[config.mk]
export PLATFORM = sky130hd
export DESIGN_NAME = fetch_unit
export DESIGN_NICKNAME = d
export VERILOG_FILES = /design/src/rtl/cpu_types_pkg.sv /design/src/rtl/fetch_skid_buf.sv /design/src/rtl/fetch_unit.sv
export SDC_FILE = /design/constraint.sdc
export NUM_CORES = 1
export LEC_CHECK = 0
export BUFFER_PORTS_ARGS = -buffer_cell sky130_fd_sc_hd__buf_2
export CAP_MARGIN = 15
export CORE_ASPECT_RATIO = 0.75
export CORE_MARGIN = 2
export CORE_UTILIZATION = 45
export DETAILED_ROUTE_END_ITERATION = 10
export PLACE_DENSITY_LB_ADDON = 0.12
export SLEW_MARGIN = 20
export SYNTH_ARGS = -nofsm -noshare
export SYNTH_HDL_FRONTEND = slang
export SYNTH_SLANG_ARGS = --single-unit
[constraint.sdc]
create_clock -name CLK -period 4.6 [get_ports CLK]
set_clock_uncertainty 0.15 [all_clocks]
set_input_delay 0.23 -clock CLK [delete_from_list [all_inputs] [get_ports CLK]]
set_output_delay 0.23 -clock CLK [all_outputs]
set_load 0.01 [all_outputs]
[src/rtl/cpu_types_pkg.sv]
// Shared CPU types: machine word and the fetch-stage state encoding.
package cpu_types_pkg;

    typedef logic [31:0] word_t;

    typedef enum logic [1:0] {
        RUN,
        BUFFERED,
        HALTED
    } fetch_state_t;

    localparam word_t PC_STEP = 32'd4;

endpackage

[src/rtl/fetch_skid_buf.sv]
// One-entry {pc, instruction} holding register for an icache hit that lands during a stall.
module fetch_skid_buf
    import cpu_types_pkg::*;
(
    input  logic  clk_i,
    input  logic  rst_i,
    input  logic  load_i,
    input  logic  clear_i,
    input  word_t pc_i,
    input  word_t instr_i,
    output logic  valid_o,
    output word_t pc_o,
    output word_t instr_o
);

    logic  valid_q;
    word_t pc_q;
    word_t instr_q;

    always_ff @(posedge clk_i) begin
        if (rst_i) begin
            valid_q <= 1'b0;
            pc_q    <= '0;
            instr_q <= '0;
        end else if (clear_i) begin
            valid_q <= 1'b0;
        end else if (load_i) begin
            valid_q <= 1'b1;
            pc_q    <= pc_i;
            instr_q <= instr_i;
        end
    end

    assign valid_o = valid_q;
    assign pc_o    = pc_q;
    assign instr_o = instr_q;

endmodule

[src/rtl/fetch_unit.sv]
// Instruction fetch stage: PC, icache requests, IF/ID write/flush control, halt and redirect.
module fetch_unit
    import cpu_types_pkg::*;
#(
    parameter word_t PC_INIT = 32'h0000_0000
) (
    input  logic  CLK,
    input  logic  RST,
    input  logic  ihit,
    input  word_t imemload,
    output logic  iREN,
    output word_t imemaddr,
    input  logic  stall,
    input  logic  redirect,
    input  word_t redirect_addr,
    input  logic  halt,
    output word_t instruction,
    output word_t pc_IF_ID,
    output logic  enable_IF_ID,
    output logic  flush_IF_ID
);

    fetch_state_t state_q, state_d;
    word_t        pc_q, pc_d;
    word_t        target;
    logic         buf_load, buf_clear, buf_valid;
    word_t        buf_pc, buf_instr;

    assign target   = {redirect_addr[31:2], 2'b00};
    assign imemaddr = pc_q;

    fetch_skid_buf u_skid (
        .clk_i   (CLK),
        .rst_i   (RST),
        .load_i  (buf_load),
        .clear_i (buf_clear),
        .pc_i    (pc_q),
        .instr_i (imemload),
        .valid_o (buf_valid),
        .pc_o    (buf_pc),
        .instr_o (buf_instr)
    );

    always_ff @(posedge CLK) begin
        if (RST) begin
            state_q <= RUN;
            pc_q    <= PC_INIT;
        end else begin
            state_q <= state_d;
            pc_q    <= pc_d;
        end
    end

    always_comb begin
        state_d = state_q;
        pc_d    = pc_q;
        unique case (state_q)
            RUN: begin
                if (halt) begin
                    state_d = HALTED;
                end else if (redirect) begin
                    pc_d = target;
                end else if (ihit) begin
                    pc_d = pc_q + PC_STEP;
                    if (stall) state_d = BUFFERED;
                end
            end
            BUFFERED: begin
                if (halt) begin
                    state_d = HALTED;
                end else if (redirect) begin
                    pc_d    = target;
                    state_d = RUN;
                end else if (!stall) begin
                    state_d = RUN;
                end
            end
            HALTED:  state_d = HALTED;
            default: state_d = HALTED;
        endcase
    end

    always_comb begin
        iREN         = 1'b0;
        enable_IF_ID = 1'b0;
        flush_IF_ID  = 1'b0;
        instruction  = '0;
        pc_IF_ID     = '0;
        buf_load     = 1'b0;
        buf_clear    = 1'b0;
        if (RST) begin
            flush_IF_ID = 1'b1;
        end else begin
            unique case (state_q)
                RUN: begin
                    iREN = 1'b1;
                    if (halt || redirect) begin
                        flush_IF_ID = 1'b1;
                    end else if (stall) begin
                        buf_load = ihit;
                    end else if (ihit) begin
                        enable_IF_ID = 1'b1;
                        instruction  = imemload;
                        pc_IF_ID     = pc_q;
                    end else begin
                        // Miss: bubble rather than re-latching a stale word.
                        flush_IF_ID = 1'b1;
                    end
                end
                BUFFERED: begin
                    if (halt || redirect) begin
                        flush_IF_ID = 1'b1;
                        buf_clear   = 1'b1;
                    end else if (!stall) begin
                        enable_IF_ID = buf_valid;
                        flush_IF_ID  = !buf_valid;
                        instruction  = buf_valid ? buf_instr : '0;
                        pc_IF_ID     = buf_valid ? buf_pc : '0;
                        buf_clear    = 1'b1;
                    end
                end
                default: flush_IF_ID = 1'b1;
            endcase
        end
    end

endmodule

==> summary.txt <==
Route
  • Starting DRT DRC Count: 374
  • Drt first pass iters: 5
  • Post-route DRC: 0
  • DRT Wirelength: 15,700 um
  • Vias: 5,658
  • Routed length per instance: 15.8 um
  • Vias per inst: 5.70
  • Final ANT Viol Nets: 0

Place
  • Final GP Congestion: 0.877
  • IO buf count: 162
  • Post-DP Area: 5870 sq um
  • Post-DP HPWL: 10,000 um

Power
  • Psw: 484 uW
  • Pleak: 0.00263 uW
  • Clk pwr share: 45.2%
  • Sw Ratio: 24.1%
  • Max VDD drop: 0.205 mV
  • PwrDens: 306 nW/um^2
  • Internal cell power: 1520 uW
  • Combinational share of power: 10.7%
  • Share of power burned in registers: 44.1%

Synthesis
  • Synth Area in Simple Gates: 26.6%
  • Post-synth EDFFs: 0
  • Area leader, netlist: dfxtp_1
  • Avg Inst Size Synth: 7.29 sq um
  • Combinational family with the most area after synthesis: compound AO/OA/AOI/OAI gates
  • Ys flop type: dfxtp_1
  • Synth Instances: 697
  • Post-synth top area share: 37.4%
  • Ys async rst share: 0%
  • Mux share of post-synthesis cell area: 2.02%
  • Post-synthesis sequential area ratio: 37.4%
  • XOR/XNOR Fraction of Synth Area: 0%
  • Synth warnings: 0
  • Area contributors post-synth: dfxtp_1, nand2_1, a22oi_1, o21ai_0, nor2_1
  • Distinct cells, synth: 59
  • Synth Register Bits: 95
  • Post-Synth Adder-Cell Area: 0.246%
  • Complex-gate fraction of the synthesized area: 27.2%
  • Cell area after synthesis: 5080 sq um

Timing
  • Count of final max-slew check failures: 0
  • Final setup vio count: 0
  • RSZ-0062 raised after global routing: false
  • Slew headroom: 40.8%
  • Period Utilization, post-route: 69.4%
  • Final TNS setup: 0 ns
  • Min Tclk post-route: 3.19 ns
  • Worst-Margin Slew: 0.885 ns
  • Final Hold Vio Count: 0
  • Achievable Freq: 313 MHz

Setup path
  • CP required: 4.22 ns
  • Critical Path End Type: output pin
  • Critical path's slowest cell: nor2_4
  • WP data arrival: 2.81 ns
  • Buffers & Inverters on Critical Path: 2
  • Critical Path, Cell by Cell: nand2b_1, or4_1, nor2_4, buf_4, a22oi_1, nor2_1, buf_2
  • Top cell family by delay on the critical path: simple AND/OR/NAND/NOR gates
  • Critical path class: reg -> out
  • Type of origin of the critical path: flip-flop
  • CP peak stage delay: 0.70 ns
  • CP Max Fanout: 31

Clocking
  • CTS tree: yes
  • Worst skew pair latency: 0.35 ns
  • Num CTS Buffers: 9
  • Clk sinks: 95
  • CTS clk-pin slew, worst paths: 0.06 ns
  • CTS root buffer: clkbuf_16
  • H-tree depth: 3
  • CTS-repair resized insts: 0
  • Clock Path Buffers: 2

Floorplanning
  • Die ar.: 12,200 sq um
  • Die Wd: 127 um
  • # rows: 33
  • Placeable Area: 11,000 sq um
  • Initial core utilization: 46.3%
  • I/O Pins: 169
  • Die height: 96.0 um

GRT
  • Vias in the first global route: 5,049
  • Initial antenna violation count: 1
  • Pin count of the biggest net entering global routing: 85
  • Overall Global Routing Usage: 25.3%
  • Grt ovf: 0
  • First-pass GRT wire length: 24,900 um

Finish
  • Final net count: 918
  • Diodes inserted: 0
  • Synthesis-to-finish area growth: 28.9%
  • Post-route cell area: 6550 sq um
  • # fillers: 1,020
  • Share of layout cells above drive strength 1: 23.9%

Outcome
  • Status: finished, final reports clean

Run
  • Max Cap Violations: 0

Hold path
  • Worst hold path class: in -> reg
metrics by stage:
stage	util [%]	cells	hold slack, ns	worst slack (ns)	total power, uW
final	59.6	992	0.0312	1.41	2010
after global placement	53.4	944	0.288	1.70	1090
after global routing	59.6	992	0.0458	1.26	2080
after CTS	59.6	992	0.0230	1.46	2020
after floorplan	-	700	0.189	2.36	1010
after detailed placement	53.4	944	0.299	1.70	1090
worst paths after layout:
kind,start,end,slack (ns),depth (start not counted)
worst max-delay path,state_q[1],instruction[25],1.41,7
worst min-delay path,redirect_addr[2],imemaddr[2],0.03,3
worst max register to register,imemaddr[3],imemaddr[28],2.05,6
worst min register to register,u_skid.instr_o[15],u_skid.instr_o[15],0.31,2
worst reg2reg max path: cells and delay by family (launching register included):
family          cells  cell delay [ns]
flops               1             0.51
mux                 1             0.20
fa+ha+maj           1             0.32
simple gates        3             1.16
compound gates      1             0.08
sequential cells by signal (all words and copies together) (netlist names):
name	flops
u_skid.instr_o	32
imemaddr	30
u_skid.pc_o	30
state_q	2
u_skid.valid_o	1
layout make-up:
type | count | area [sq um] | area share, %
Inverter | 5 | 18.8 | 0.287
Clock buffer | 10 | 229 | 3.50
Multi-Input combinational cell | 532 | 2890 | 44.1
Clock inverter | 6 | 133 | 2.03
Timing Repair Buffer | 204 | 1210 | 18.4
Sequential cell | 95 | 1900 | 29.0
Tap cell | 140 | 175 | 2.67
routing by layer:
metal,global-route usage (%),up-vias,part of all wire [%]
met5,0,-,0.045
met4,8.70,2,2.0
met3,6.34,24,7.8
met2,39.5,231,45
met1,34.5,2633,46
li1,-,2768,-
timing repair:
item | 4_1_cts | 5_1_grt
hold buffers | 32 | 0
setup buffers | 0 | 0
endpoints found under the hold margin | 32 | 0
Yosys cell counts, types with 2 or more instances:
cell type,count
a211oi_1,5
a21o_1,3
a21oi_1,17
a22oi_1,63
a311oi_1,3
a31oi_1,4
a32o_1,5
a32oi_1,8
and3_1,3
and4_1,3
buf_2,22
buf_4,6
clkbuf_1,39
dfxtp_1,95
inv_1,4
mux2i_1,8
nand2_1,145
nand2b_1,3
nand3_1,14
nand4_1,7
nand4_4,2
nor2_1,95
nor2b_1,2
nor3_1,14
nor4_1,2
nor4_2,2
o21ai_0,76
o22ai_1,6
o31ai_1,6
or2_2,2
or3_1,4
or4_1,2
power groups by stage:
stage / clock network, uW / logic (uW) / registers, uW
floorplan: 0 / 116 / 893
global placement: 0 / 188 / 899
detailed placement: 0 / 191 / 901
CTS: 922 / 213 / 882
global route: 957 / 236 / 887
finish: 907 / 214 / 884
placed cells by master (no fill, tap or decap), drive strengths merged, types with 5 or more instances in the layout:
cell type	synthesis	routed
a211oi	5	5
a21oi	17	17
a22oi	63	63
a32o	5	5
a32oi	8	8
buf	29	172
clkbuf	39	10
dfxtp	95	95
dlygate4sd3	0	32
inv	5	5
mux2i	8	8
nand2	145	145
nand3	15	15
nand4	9	9
nor2	95	95
nor3	14	14
o21ai	77	77
o22ai	6	6
o31ai	6	6
or3	5	5
kinds of logic (layout without fill, tap and decap cells):
| group | after synthesis | in the layout |
|---|---|---|
| other | 1 | 4 |
| flip-flops | 95 | 95 |
| AND/OR/NAND/NOR | 307 | 307 |
| buffers and inverters | 73 | 225 |
| adder cells (fa/ha/maj) | 1 | 1 |
| multiplexers | 10 | 10 |
| AO/OA/AOI/OAI | 210 | 210 |
(Power assumes the default switching activity.)
